$ cat src/rtl/bcrypt_pkg.sv
// Shared definitions for the bcrypt job controller: register map, bit positions,
// FSM encoding and the arbiter's "all cores finished" code.
package bcrypt_pkg;

  localparam logic [1:0] ADDR_CTRL   = 2'd0;
  localparam logic [1:0] ADDR_STATUS = 2'd1;
  localparam logic [1:0] ADDR_CYCLES = 2'd2;
  localparam logic [1:0] ADDR_TMO    = 2'd3;

  localparam int CTRL_START  = 0;
  localparam int CTRL_ABORT  = 1;
  localparam int CTRL_IRQ_EN = 2;

  localparam int STAT_BUSY = 0;
  localparam int STAT_DONE = 1;
  localparam int STAT_TMO  = 2;

  localparam logic [31:0] DONE_CODE_DEF = 32'hFF;

  typedef enum logic [1:0] {
    ST_IDLE  = 2'd0,
    ST_CLEAR = 2'd1,
    ST_RUN   = 2'd2
  } job_state_t;

endpackage

$ cat src/rtl/bcrypt_job_ctrl.sv
// Host-facing job controller: turns register writes into the arbiter go word,
// watches all_done, and reports busy/done/timeout, job length and a level irq.
module bcrypt_job_ctrl
  import bcrypt_pkg::*;
#(
  parameter int C_SLV_DWIDTH = 32,
  parameter int CLEAR_CYCLES = 4,
  parameter logic [C_SLV_DWIDTH-1:0] DONE_CODE = C_SLV_DWIDTH'(DONE_CODE_DEF)
) (
  input  logic                    clk,
  input  logic                    rst_n,
  input  logic                    reg_wr_en,
  input  logic                    reg_rd_en,
  input  logic [1:0]              reg_addr,
  input  logic [C_SLV_DWIDTH-1:0] reg_wdata,
  output logic [C_SLV_DWIDTH-1:0] reg_rdata,
  output logic                    reg_rd_valid,
  output logic [C_SLV_DWIDTH-1:0] go_word,
  input  logic [C_SLV_DWIDTH-1:0] all_done,
  output logic                    irq
);

  localparam int W     = C_SLV_DWIDTH;
  localparam int CLR_W = (CLEAR_CYCLES > 2) ? $clog2(CLEAR_CYCLES) : 1;
  localparam logic [CLR_W-1:0] CLR_LOAD = CLR_W'(CLEAR_CYCLES - 1);
  localparam logic [W-1:0]     CYC_MAX  = '1;

  // Host bus: no back-pressure. A write lands on the edge its one-cycle strobe is
  // high; a read strobe yields reg_rdata with reg_rd_valid exactly one cycle later.
  job_state_t       state, state_nxt;
  logic [CLR_W-1:0] clr_cnt, clr_cnt_nxt;
  logic [W-1:0]     cycles, cycles_nxt;
  logic [W-1:0]     tmo_limit;
  logic             irq_en;
  logic             done_flag, done_nxt;
  logic             tmo_flag, tmo_nxt;
  logic [W-1:0]     rd_mux;

  logic wr_ctrl, wr_status, wr_tmo;
  logic start_req, abort_req, clr_done, clr_tmo;
  logic all_done_hit, tmo_hit;

  assign wr_ctrl   = reg_wr_en && (reg_addr == ADDR_CTRL);
  assign wr_status = reg_wr_en && (reg_addr == ADDR_STATUS);
  assign wr_tmo    = reg_wr_en && (reg_addr == ADDR_TMO);

  assign start_req = wr_ctrl && reg_wdata[CTRL_START];
  assign abort_req = wr_ctrl && reg_wdata[CTRL_ABORT];
  assign clr_done  = wr_status && reg_wdata[STAT_DONE];
  assign clr_tmo   = wr_status && reg_wdata[STAT_TMO];

  assign all_done_hit = (all_done == DONE_CODE);
  // Widened compare so a saturated counter never wraps into a false timeout.
  assign tmo_hit = (tmo_limit != '0) &&
                   (({1'b0, cycles} + (W+1)'(1)) == {1'b0, tmo_limit});

  always_comb begin
    state_nxt   = state;
    clr_cnt_nxt = clr_cnt;
    cycles_nxt  = cycles;
    done_nxt    = done_flag && !clr_done;
    tmo_nxt     = tmo_flag && !clr_tmo;
    case (state)
      ST_IDLE: begin
        if (start_req && !abort_req) begin
          state_nxt   = ST_CLEAR;
          clr_cnt_nxt = CLR_LOAD;
          cycles_nxt  = '0;
          done_nxt    = 1'b0;
          tmo_nxt     = 1'b0;
        end
      end
      ST_CLEAR: begin
        if (abort_req) begin
          state_nxt = ST_IDLE;
        end else if (clr_cnt == '0) begin
          state_nxt = ST_RUN;
        end else begin
          clr_cnt_nxt = clr_cnt - CLR_W'(1);
        end
      end
      ST_RUN: begin
        if (cycles != CYC_MAX) cycles_nxt = cycles + W'(1);
        // Completion outranks abort, which outranks timeout.
        if (all_done_hit) begin
          state_nxt = ST_IDLE;
          done_nxt  = 1'b1;
        end else if (abort_req) begin
          state_nxt = ST_IDLE;
        end else if (tmo_hit) begin
          state_nxt = ST_IDLE;
          tmo_nxt   = 1'b1;
        end
      end
      default: state_nxt = ST_IDLE;
    endcase
  end

  always_ff @(posedge clk or negedge rst_n) begin
    if (!rst_n) begin
      state     <= ST_IDLE;
      clr_cnt   <= '0;
      cycles    <= '0;
      done_flag <= 1'b0;
      tmo_flag  <= 1'b0;
      irq_en    <= 1'b0;
      tmo_limit <= '0;
    end else begin
      state     <= state_nxt;
      clr_cnt   <= clr_cnt_nxt;
      cycles    <= cycles_nxt;
      done_flag <= done_nxt;
      tmo_flag  <= tmo_nxt;
      if (wr_ctrl) irq_en <= reg_wdata[CTRL_IRQ_EN];
      if (wr_tmo)  tmo_limit <= reg_wdata;
    end
  end

  always_comb begin
    rd_mux = '0;
    case (reg_addr)
      ADDR_CTRL:   rd_mux[CTRL_IRQ_EN] = irq_en;
      ADDR_STATUS: begin
        rd_mux[STAT_BUSY] = (state != ST_IDLE);
        rd_mux[STAT_DONE] = done_flag;
        rd_mux[STAT_TMO]  = tmo_flag;
      end
      ADDR_CYCLES: rd_mux = cycles;
      ADDR_TMO:    rd_mux = tmo_limit;
      default:     rd_mux = '0;
    endcase
  end

  always_ff @(posedge clk or negedge rst_n) begin
    if (!rst_n) begin
      reg_rdata    <= '0;
      reg_rd_valid <= 1'b0;
    end else begin
      reg_rd_valid <= reg_rd_en;
      if (reg_rd_en) reg_rdata <= rd_mux;
    end
  end

  // Decoded straight from the state register, so reset drops go immediately.
  assign go_word = {{(W-1){1'b0}}, (state == ST_RUN)};
  assign irq     = irq_en && (done_flag || tmo_flag);

endmodule

$ cat config.mk
export PLATFORM = sky130hd
export DESIGN_NAME = bcrypt_job_ctrl
export DESIGN_NICKNAME = d
export VERILOG_FILES = /design/src/rtl/bcrypt_pkg.sv /design/src/rtl/bcrypt_job_ctrl.sv
export SDC_FILE = /design/constraint.sdc
export NUM_CORES = 1
export LEC_CHECK = 0
export CAP_MARGIN = 20
export CORE_MARGIN = 1.5
export CORE_UTILIZATION = 40
export DETAILED_ROUTE_END_ITERATION = 7
export GPL_ROUTABILITY_DRIVEN = 0
export PLACE_DENSITY = 0.76
export REMOVE_ABC_BUFFERS = 1
export SYNTH_ARGS = -nofsm -noshare
export SYNTH_HDL_FRONTEND = slang
export SYNTH_SLANG_ARGS = --single-unit
$ cat constraint.sdc
create_clock -name clk -period 4.2 [get_ports clk]
set_input_delay 1.05 -clock clk [delete_from_list [all_inputs] [get_ports clk]]
set_output_delay 1.05 -clock clk [all_outputs]
set_load 0.02 [all_outputs]
==> results by stage, run 1 <==
Layout:
- The repair_antennas step left the layout with diodes totalling 0.
- Compared with the post-synthesis result, the final layout area differs by 22.57%.
- Cells with a size suffix above 1 make up a little under a tenth of the layout.
- The net total in the final layout is 803.
- The post-route cell area is 0.007516 mm2.
- The non-filler instance count after layout is 924.

Run status:
- The run finished with clean final reports.

CTS:
- The clock net in this run drives a total of 104 sinks.
- The CTS tree is done.
- The number of buffers created by CTS is 9.
- In this run the clock root is driven by a sky130_fd_sc_hd__clkbuf_16.
- The number of hold buffers added after CTS was 0.
- The post-cts sizing count is 0.
- The largest buffer count on any clock path is 2.
- The number of levels in the clock H-tree is 3.
- The clock slew seen by the registers of the worst setup and hold paths is 0.07 ns.
- The insertion delay to the later sink of the worst-skew pair is 0.35 ns.
- The number of buffers added for setup after CTS is 0.

Timing:
- The worst hold slack is roughly 0.5 ns.
- The worst clock skew is around 0.0056 ns.
- The summed negative setup slack over all endpoints is 0 ns.
- For this run, the top clock speed supported by timing is 0.2798 GHz.
- Setup violations remaining at the end of the flow were counted as 0.
- The portion of the clock cycle consumed by the worst path in the final layout is 85.10%.
- The smallest clock period supported by the final layout is computed as 3.574 ns.
- The number of endpoints with negative hold slack in the final report came to 0.
- Setup repair after global routing left no endpoint under its margin.
- The max-slew violation count came to 0.
- In this run the tightest slew margin relative to its limit is between 40 and 50%.
- After layout, the worst setup slack is approximately 0.63 ns.
- At the pin with the least slew margin, the transition time is 0.8034 ns.

Drt:
- The first detailed-routing pass took 5 iterations.
- Using the TritonRoute via totals, the vias-per-cell ratio works out to 5.461.
- The detailed-route via count is 5046.
- The number of DRC markers in iteration 0 is 507.
- The average wire length per cell after detail routing is approximately 17 um.
- In this run the remaining antenna-violating nets after routing total 0.
- The routed wire length is 15300 um.
- After detailed routing, the number of remaining DRC violations is 0.

Worst setup path:
- For this run, the slowest stage of the critical path takes 0.72 ns.
- The endpoint of the worst-slack reg-to-reg timing path is tmo_flag.
- The signal on the critical path passes through nand3_1, nor4_2, and3_1, xnor2_1, o221ai_1, or4_1, or4_1, o21ai_1.
- The worst reg2reg path startpoint is cycles[2].
- The worst setup path is launched from a flop.
- The kind of critical path is flop to flop.
- The standard cell with the maximum stage delay on the critical path is sky130_fd_sc_hd__nor4_2.
- The number of buffers and inverters on the critical path is 0.
- For flop-to-flop paths, the worst setup slack is about 0.63 ns.
- The endpoint required time on the critical path is 4.48 ns.
- The worst setup path is captured at a flop.
- The most frequent cell on the critical path is sky130_fd_sc_hd__or4_1.
- The cell count of the worst reg-to-reg path is 8.
- At the worst endpoint, the arrival time is 3.86 ns.
- The cell type group with the largest total delay on the critical path is simple AND/OR/NAND/NOR gates.
- The launching element of the worst setup path is cycles[2].
- The maximum fanout encountered on the critical timing path is 12.

Logic synthesis:
- The most used flip-flop cell after synthesis is sky130_fd_sc_hd__dfrtp_1.
- The number of library cell types mapped by synthesis is 53.
- The number of cells produced by synthesis is approximately 650.
- The post-synthesis average cell area is 9.405 um2.
- Among all cell types in the netlist, the one instantiated most often is sky130_fd_sc_hd__dfrtp_1.
- The synthesized design spends more area on one cell type than any other, namely sky130_fd_sc_hd__dfrtp_1.
- Ranked by instance count, the synthesized netlist is headed by sky130_fd_sc_hd__dfrtp_1 (104), sky130_fd_sc_hd__o21ai_0 (50), sky130_fd_sc_hd__nor2_1 (41).
- The proportion of register bits with asynchronous set or reset after synthesis is 100.0%.
- The number of warnings printed during yosys synthesis is 0.
- In this run the cell area of the synthesized design comes to 0.006132 mm2.
- The number of synthesized flops with an enable pin is 0.
- Yosys attributes the largest share of cell area to sky130_fd_sc_hd__dfrtp_1 (42%), sky130_fd_sc_hd__mux2_2 (6.4%), sky130_fd_sc_hd__mux2i_1 (5.5%), sky130_fd_sc_hd__xnor2_1 (4.4%), sky130_fd_sc_hd__o21ai_0 (4.1%).
- The sequential element share of the synthesized area is 42.44%.
- In this run, synthesis produced a sequential element count of approximately 100.
- The share of the synthesized area in the top cell type is 42.44%.

Placement:
- The total instance count after detailed placement is 908.
- Summing all placed instances gives a cell area of 0.007214 mm2.
- The HPWL after detailed placement is 11250 um.
- The count of input and output buffers is 104.
- The setup slack after placement is 0.6599 ns.

GRT:
- The total overflow reported by the global router is 0.
- The number of global-route vias before repair is between 4000 and 5000.
- The pin count of the biggest net entering global routing is 55.
- Global routing consumed, over all layers together, 19.74% of the routing resources.
- The global-route wire length before repair is 25100 um.
- The number of antenna violations at the first check in global routing is 0.

Floorplanning:
- The die covers 0.01608 mm2.
- The initial standard-cell utilization of the core is approximately two fifths.
- The number of rows in the core area is 45.
- During I/O placement, the number of pins put on the boundary was 136.
- The vertical die dimension is 126.8 um.
- The die width is 126.8 um.
- The core region is 0.01509 mm2.

Power:
- IR analysis of the VDD net gives a maximum drop of 0.2225 mV.
- Power spread over the standard cell area amounts to roughly 530 mW/mm2.
- The leakage power summed over all cells is approximately 3.0 nW.

Worst hold path:
- The kind of path behind the tightest hold check is flop to flop.
- The worst hold path terminates at reg_rdata[2].
- The worst hold path begins at reg_rdata[2].
- The number of instances on the worst hold path is 1.

Job:
- The tool flagged a number of max-cap violations equal to 0.
## layout by cell type, fill, tap and decap left out, types with 3 or more instances in the layout
cell type / count
sky130_fd_sc_hd__clkdlybuf4s50_1: 102
sky130_fd_sc_hd__o22ai_1: 31
sky130_fd_sc_hd__a22oi_1: 3
sky130_fd_sc_hd__nor3b_1: 3
sky130_fd_sc_hd__nand2_1: 40
sky130_fd_sc_hd__or4_1: 4
sky130_fd_sc_hd__o41ai_1: 6
sky130_fd_sc_hd__nand3_1: 17
sky130_fd_sc_hd__inv_1: 33
sky130_fd_sc_hd__nand2b_1: 3
sky130_fd_sc_hd__xor2_1: 13
sky130_fd_sc_hd__clkbuf_1: 3
sky130_fd_sc_hd__and2_1: 10
sky130_fd_sc_hd__and3_1: 5
sky130_fd_sc_hd__nor2_1: 41
sky130_fd_sc_hd__xnor2_1: 31
sky130_fd_sc_hd__o21ai_0: 50
sky130_fd_sc_hd__mux2i_1: 34
sky130_fd_sc_hd__a31oi_1: 4
sky130_fd_sc_hd__nor3_1: 4
sky130_fd_sc_hd__and4_1: 4
sky130_fd_sc_hd__nand3b_1: 3
sky130_fd_sc_hd__mux2_2: 35
sky130_fd_sc_hd__a21oi_1: 8
sky130_fd_sc_hd__dfrtp_1: 104
sky130_fd_sc_hd__conb_1: 31
sky130_fd_sc_hd__o31ai_1: 19
sky130_fd_sc_hd__nor4_1: 26
sky130_fd_sc_hd__nor2b_1: 4
sky130_fd_sc_hd__buf_4: 10
sky130_fd_sc_hd__clkbuf_16: 9
sky130_fd_sc_hd__nand4_1: 15
## state kept, by name, summed over array words and instances (netlist names)
name / count
reg_rdata: 32
clr_cnt: 2
cycles: 32
tmo_flag: 1
done_flag: 1
state: 2
reg_rd_valid: 1
irq_en: 1
tmo_limit: 32
## metrics by stage
stage          total power, mW  utilization (%)
3_5_place_dp             3.090            47.81
2_1_floorplan            2.545                -
5_1_grt                  4.206            49.81
4_1_cts                  3.958            49.81
3_3_place_gp             3.065            47.81
6_report                 3.947            49.81
## power by group
group	internal (mW)	switching [mW]	total, mW
Sequential	1.29	0.460	1.75
Clock	0.496	0.362	0.858
Combinational	0.678	0.666	1.34
## cells by family after synthesis
kind of cell             after synthesis  synth area share (%)
other                                  1               0.06115
AO/OA/AOI/OAI                        132                 13.18
multiplexers                          70                 12.34
buffers and inverters                110                 8.814
AND/OR/NAND/NOR                      189                 16.47
XOR/XNOR                              44                 6.284
flip-flops                           104                 42.44
adder cells (fa/ha/maj)                2                0.4080
## layer usage
layer | routed length [um] | vias up | track usage (%)
li1 | - | 2440 | -
met1 | 6941 | 2418 | 26.92
met2 | 7079 | 154 | 30.82
met3 | 880 | 34 | 3.880
met4 | 395 | 0 | 8.155
met5 | 0 | - | 0
## layout make-up
| class | instances | area (um2) |
|---|---|---|
| Clock inverter | 2 | 37.54 |
| Sequential cell | 104 | 2603 |
| Multi-Input combinational cell | 468 | 3112 |
| Fill cell | 1417 | 7574 |
| Timing Repair Buffer | 115 | 1141 |
| Clock buffer | 14 | 264.0 |
| Inverter | 33 | 123.9 |
| Tap cell | 188 | 235.2 |
## how the worst max path moves through the flow
stage                     slack, ns  cells past startpoint         end
after floorplan                0.83                      7  cycles[11]
after global placement         0.80                      8    tmo_flag
after detailed placement       0.66                      8    tmo_flag
after CTS                      0.65                      8    tmo_flag
after global routing           0.34                      8    tmo_flag
final                          0.63                      8    tmo_flag
(Power assumes the default switching activity.)
==> run 2: changes to the inputs <==
--- a/config.mk
+++ b/config.mk
@@ -6,7 +6,6 @@
 export NUM_CORES = 1
 export LEC_CHECK = 0
 export CAP_MARGIN = 20
-export CORE_MARGIN = 1.5
 export CORE_UTILIZATION = 40
 export DETAILED_ROUTE_END_ITERATION = 7
 export GPL_ROUTABILITY_DRIVEN = 0
==> run 2 against run 1 <==
Compared with the run above:
- clock skew grew 0.0029 ns
- die area shrank 1.6%
- largest power group unchanged
- sequential power is essentially flat
- register-to-register slack lost 0.04 ns
- via count is essentially flat
- fmax shrank 1.2%
- cell count shrank 0.87%
- wire length shrank 0.10%
- critical endpoint unchanged
- clock power shrank 7.3%
- critical path type unchanged
- first-iteration DRC count shrank 16%
- flip-flop and latch count is the same
- highest routed layer unchanged
- final area shrank 0.73%
==> results by stage, run 2 (synthesis results as in run 1) <==
Run status:
- The run finished with clean final reports.

Drt:
- The residual antenna-violating net count after detailed routing is 0.
- In the routed layout, each cell is associated on average with a via count of 5.513.
- The detailed-router iteration count before antenna repair is 5.
- Across all layers, the routed design uses about 5000 vias.
- After detailed routing, the number of remaining DRC violations is 0.
- The number of DRC markers in iteration 0 is 427.
- In the final routed layout, each cell accounts on average for 16.68 um.
- Wires add up to 15280 um.

Timing:
- For the pin with the worst max-slew slack, the measured transition is about 1.0 ns.
- After layout, the worst path uses 86.11% of the clock period.
- The worst clock skew is 0.008572 ns.
- The fmax is 0.2765 GHz.
- The worst path in the final design needs a cycle of 3.617 ns, including I/O delays and setup.
- The number of endpoints with negative hold slack in the final report is 0.
- Setup repair after global routing left no endpoint under its margin.
- The number of failing setup endpoints in the final timing report is 0.
- The worst slew margin relative to its limit is slightly above 30%.
- Setup total negative slack on the finished layout was measured at 0 ns.
- The max-slew violation count is 0.

Job:
- Max-cap violations in this run came to 0.

Worst hold path:
- The kind of path behind the tightest hold check is flop to flop.

Layout:
- The register area is 0.002603 mm2.
- In the final layout, the registers with the most flip-flops are cycles: 32 flops, reg_rdata: 32 flops, tmo_limit: 32 flops.
- The non-filler instance count after layout is slightly above 900.
- The area growth from synthesis to layout is 21.67%.
- The filler cell count is 1366.
- The post-route cell area is 0.007461 mm2.
- 0 antenna diodes ended up in the layout.
- The area taken by multi-input logic gates is just over 0.003 mm2.
- The share of layout cells above drive strength 1 is 9.153%.
- For this run, the post-layout net count is 800.
- The most common cell after layout, fill and taps aside is sky130_fd_sc_hd__dfrtp_1.
- The library cells used most frequently in the layout, excluding fill and tap cells, are sky130_fd_sc_hd__dfrtp_1 (104), sky130_fd_sc_hd__clkdlybuf4s50_1 (102), sky130_fd_sc_hd__o21ai_0 (50), sky130_fd_sc_hd__nor2_1 (41), sky130_fd_sc_hd__nand2_1 (40).

Worst setup path:
- Of all nets on the critical path, the largest fanout is 13.
- Data on the critical path is required at its endpoint by 4.49 ns.
- The data arrival time of the critical path is a little under 4 ns.
- The kind of critical path is flop to flop.
- The worst setup path is launched from a flop.
- The nature of the critical path endpoint is a flop.

Placement:
- After legalization and detailed placement, the total HPWL measured 11030 um.
- Input and output buffers added on the ports amount to 104.
- After detailed placement, the design holds a cell count of 901.
- The cell area after placement is 0.007187 mm2.

CTS:
- The number of setup buffers added after CTS is 0.
- The clock sink total is 104.
- The largest buffer count on any clock path is 2.
- After clock tree synthesis, the flow added hold-fix buffers numbering 0.
- The clock tree root driver cell is sky130_fd_sc_hd__clkbuf_16.
- The number of levels in the clock H-tree is 3.
- TritonCTS built the clock tree.
- In this run, CTS created clock tree buffers numbering 9.
- The post-cts sizing count is 0.
- The clock slew seen by the registers of the worst setup and hold paths is about 0.070 ns.
- The insertion delay to the later sink of the worst-skew pair is between 0.3 and 0.4 ns.

Power:
- The power density relative to cell area is 521.4 mW/mm2.
- The maximum VDD drop is around 0.22 mV.
- For this design the static power due to leakage is 3.025 nW.
- The post-layout total power is approximately 3.9 mW.

Floorplanning:
- The initial standard-cell utilization of the core is 41.56%.
- The floorplan step defined a die boundary enclosing between 0.015 and 0.02 mm2.
- During I/O placement, the number of pins put on the boundary was 136.
- The core box area is 0.01475 mm2.
- The number of rows in the core area is 44.
- Measured along the y axis, the die boundary spans ~130 um.
- Measured along the x axis, the die boundary spans ~130 um.

GRT:
- The number of global-route vias before repair was 4855.
- The total overflow reported by the global router is 0.
- For this run, global-route usage on met2 was measured as 32.25%.
- The overall fraction of global-route tracks in use is 20.14%.
- In this run the most used layer during global routing was met2.
- The number of antenna violations at the first check in global routing was 0.
- The global-route wire length before repair is 25270 um.
- The pin count of the biggest net entering global routing is 56.
- The met3 routing resource usage after global routing is under 10%.
- Global routing consumed, on the met1 layer, 27.52% of the routing resources.
==> run 2: cell count changes in the layout (fill, tap and decap cells not counted), sizes merged <==
cell and delta:
buf -3, clkinv +2, clkbuf -2, bufinv -1
==> run 2: routing by layer <==
metal / vias up / wire length [um] / part of all wire [%]
met5: - / 0 / 0
met4: 0 / 170 / 1.1
met3: 15 / 934 / 6.1
met2: 179 / 7166 / 47
met1: 2424 / 7009 / 46
li1: 2432 / - / -
==> run 2: final timing paths <==
| path | startpoint | end | slack, ns | cells after the start |
|---|---|---|---|---|
| worst max-delay path | cycles[3] | tmo_flag | 0.58 | 8 |
| worst min-delay path | reg_rdata[2] | reg_rdata[2] | 0.51 | 1 |
| worst max register to register | cycles[3] | tmo_flag | 0.58 | 8 |
| worst min register to register | reg_rdata[2] | reg_rdata[2] | 0.51 | 1 |
| max in group asynchronous | rst_n | reg_rdata[25] | 2.77 | 2 |
| min in group asynchronous | rst_n | reg_rdata[6] | 0.71 | 1 |
==> run 2: report_power, final <==
part	internal (mW)	switching (mW)	total, mW	leakage (nW)
logic	0.674	0.670	1.34	1.56
registers	1.28	0.465	1.75	1.33
clock network	0.429	0.366	0.795	0.134
total	2.39	1.50	3.89	3.03
==> run 2: metrics by stage <==
stage | setup slack [ns] | util (%) | hold slack (ns)
floorplan | 0.8319 | - | 0.4730
global placement | 0.8260 | 48.71 | 0.4922
detailed placement | 0.6669 | 48.71 | 0.5012
CTS | 0.6524 | 50.57 | 0.5155
global route | 0.3142 | 50.57 | 0.5300
finish | 0.5833 | 50.57 | 0.5092
==> run 2: worst max-delay path, cell delays in order (launching register included) <==
cell and delay, ns:
sky130_fd_sc_hd__dfrtp_1 0.50, sky130_fd_sc_hd__nand4_2 0.34, sky130_fd_sc_hd__nor4_2 0.84, sky130_fd_sc_hd__and3_1 0.37, sky130_fd_sc_hd__xnor2_1 0.15, sky130_fd_sc_hd__o221ai_1 0.14, sky130_fd_sc_hd__or4_1 0.55, sky130_fd_sc_hd__or4_1 0.53
sky130_fd_sc_hd__o21ai_1 0.12
==> run 2: final cells by class <==
class | count | share of cell area [%]
clock buffers | 12 | 3.438
clock inverters | 3 | 0.2348
inverters | 33 | 1.660
multi-input cells | 468 | 41.71
flip-flops and latches | 104 | 34.88
well taps | 184 | 3.086
repair buffers | 112 | 14.99
==> run 3: changes to the inputs <==
--- a/config.mk
+++ b/config.mk
@@ -6,11 +6,10 @@
 export NUM_CORES = 1
 export LEC_CHECK = 0
 export CAP_MARGIN = 20
-export CORE_UTILIZATION = 40
+export CORE_UTILIZATION = 30
 export DETAILED_ROUTE_END_ITERATION = 7
 export GPL_ROUTABILITY_DRIVEN = 0
-export PLACE_DENSITY = 0.76
-export REMOVE_ABC_BUFFERS = 1
+export PLACE_DENSITY = 0.51
 export SYNTH_ARGS = -nofsm -noshare
 export SYNTH_HDL_FRONTEND = slang
 export SYNTH_SLANG_ARGS = --single-unit
==> run 3 against run 2 <==
Compared with the run above:
- hold slack gained 0.0021 ns
- global-route usage decreased by 2.9 points
- worst setup slack got worse by 0.058 ns
- clock-buffer cell count unchanged
- largest power group unchanged
- die area rose by 33%
==> results by stage, run 3 (synthesis results as in run 1) <==
Run status:
- The flow ran to the end, and the final reports show no timing, DRC or antenna violations.

Timing:
- The number of endpoints with negative hold slack in the final report was 0.
- Clock skew on the completed layout was measured at between 0.01 and 0.015 ns.
- Setup repair after global routing left no endpoint under its margin.
- The worst pin sits at a relative slew slack of 41.57%.
- In the final timing run, aggregate negative setup slack is 0 ns.
- The max-slew violation count came to 0.
- The routed design could run at a clock period as short as 3.675 ns.
- For this run, the top clock speed supported by timing is 0.2721 GHz.
- After layout, the worst path uses roughly 88% of the clock period.
- Setup violations remaining at the end of the flow were counted as 0.
- The transition at the pin with the smallest max-transition slack is 0.8692 ns.

Drt:
- For this block, the initial DRC count from the detailed router was between 300 and 400.
- The routed wire length is 17520 um.
- The residual antenna-violating net count after detailed routing is 0.
- The DRC violation count after routing is 0.
- The routed layout has 5077 vias.
- Dividing the detail-routed via count by the number of cells gives 5.067.
- Before antenna repair, the detailed router went through 5 iterations.
- The average wire length per cell after detail routing is about 17 um.

Floorplanning:
- Measured along the x axis, the die boundary spans ~140 um.
- The die area is ~0.021 mm2.
- The number of rows in the core area is 51.
- The core box area is 0.01972 mm2.
- The top-level port count is around 140.
- The initial standard-cell utilization of the core is between 30% and 40%.
- In this run the vertical extent of the chip is 145.0 um.

Worst setup path:
- The nature of the critical path endpoint is a flop.
- The most frequent cell on the critical path is sky130_fd_sc_hd__or4_1.
- On the worst path, the slowest cell contributes a delay of 0.88 ns.
- The data arrival time of the critical path is roughly 4 ns.
- Walking the worst path, the cells encountered are nand4_2, nor4_2, and3_1, xnor2_1, o221ai_1, or4_1, or4_1, o21ai_1.
- The kind of critical path is flop to flop.
- The kind of cell with the highest combined delay along the critical path is simple AND/OR/NAND/NOR gates.
- Along the worst path, the maximum fanout reaches 13.
- The endpoint required time on the critical path is 4.49 ns.
- The kind of start point of the critical path is a flop.
- Among all stages on the critical path, the largest delay is contributed by sky130_fd_sc_hd__nor4_2.
- The number of buffers and inverters on the critical path is 0.

Power:
- The leakage power summed over all cells is 3.029 nW.
- The maximum VDD drop is 0.1920 mV.
- The power density relative to cell area is approximately 510 mW/mm2.

Placement:
- The count of input and output buffers is 104.
- Detailed placement finished with a half-perimeter wire length of approximately 13000 um.

CTS:
- The number of buffers created by CTS is 9.
- The clock tree synthesis step divided the H-tree into 3 levels.
- The insertion delay to the later sink of the worst-skew pair is 0.36 ns.
- The clock slew seen by the registers of the worst setup and hold paths is 0.07 ns.
- The post-cts sizing count is 0.
- The number of setup buffers added after CTS is 0.
- The number of buffers inserted for hold repair after clock tree synthesis is 0.
- The tree is rooted in a sky130_fd_sc_hd__clkbuf_16.
- The CTS tree is done.
- The clock passes through at most 2 buffers.
- The tree built by TritonCTS fans out to 104 sinks.

Layout:
- The largest registers in the layout are cycles: 32 flops, reg_rdata: 32 flops, tmo_limit: 32 flops.
- The net total in the final layout is 805.
- For this run, the share of the core covered by cells in the final layout is 38.43%.
- The most common cell after layout, fill and taps aside is sky130_fd_sc_hd__dfrtp_1.
- Leaving out fill and tap cells, the most frequent cells in the layout are sky130_fd_sc_hd__dfrtp_1 (104), sky130_fd_sc_hd__clkdlybuf4s50_1 (102), sky130_fd_sc_hd__o21ai_0 (50), sky130_fd_sc_hd__nor2_1 (41), sky130_fd_sc_hd__nand2_1 (40).
- The share of layout cells above drive strength 1 is 9.498%.
- The area overhead of the layout relative to synthesis is 23.57%.
- The total inserted antenna cells is 0.

GRT:
- Entering global routing, the biggest net connects 56 pins.
- The total overflow left after global routing is 0.
- The number of global-route vias before repair is 5111.
- The first global-routing pass estimated 28300 um of wire.
- The overall fraction of global-route tracks in use is about 17%.
- The number of antenna violations at the first check in global routing is 0.

Worst hold path:
- The kind of path behind the tightest hold check is flop to flop.

Job:
- Across the run, the number of max-cap violations was 0.
## run 3: cell count changes in the layout (fill, tap and decap cells not counted), sizes merged
| cell | delta |
|---|---|
| buf | +5 |
| clkinv | -1 |
| clkinvlp | +1 |
## run 3: power breakdown
group          internal [mW]  total [mW]  leakage [nW]  switching (mW)
clock                  0.399       0.771         0.119           0.372
sequential              1.28        1.75          1.33           0.467
combinational          0.676        1.37          1.58           0.692
total                   2.36        3.89          3.03            1.53
## run 3: stage by stage
step           setup WS (ns)  instance area, um2  hold slack [ns]  total power, mW  std cells
2_1_floorplan          1.175                6245           0.4730            2.640        682
3_3_place_gp          0.7082                7293           0.4951            3.112        986
3_5_place_dp          0.5754                7321           0.5024            3.131        987
4_1_cts               0.5631                7577           0.5175            3.928       1002
5_1_grt               0.3628                7577           0.5532            4.172       1002
6_report              0.5249                7577           0.5113            3.891       1002
## run 3: final timing paths
check | from | to | slack (ns) | depth (start not counted)
worst max-delay path | cycles[3] | tmo_flag | 0.52 | 8
worst min-delay path | reg_rdata[2] | reg_rdata[2] | 0.51 | 1
worst max register to register | cycles[3] | tmo_flag | 0.52 | 8
worst min register to register | reg_rdata[2] | reg_rdata[2] | 0.51 | 1
max in group asynchronous | rst_n | tmo_limit[30] | 2.93 | 2
min in group asynchronous | rst_n | cycles[20] | 0.63 | 1
## run 3: routing by layer
metal / up-vias / share of wire, % / global-route usage, %
li1: 2438 / - / -
met1: 2469 / 48 / 23.86
met2: 150 / 44 / 26.06
met3: 20 / 5.3 / 3.805
met4: 0 / 2.1 / 6.170
met5: - / 0 / 0
## run 3: layout make-up
type                       instances  area [um2]
tap                              265       331.6
clock inverter                     3       20.02
sequential                       104        2603
inverter                          33       123.9
fill                            1991       12140
timing repair buffer             117        1151
multi-input combinational        468        3112
clock buffer                      12       236.5
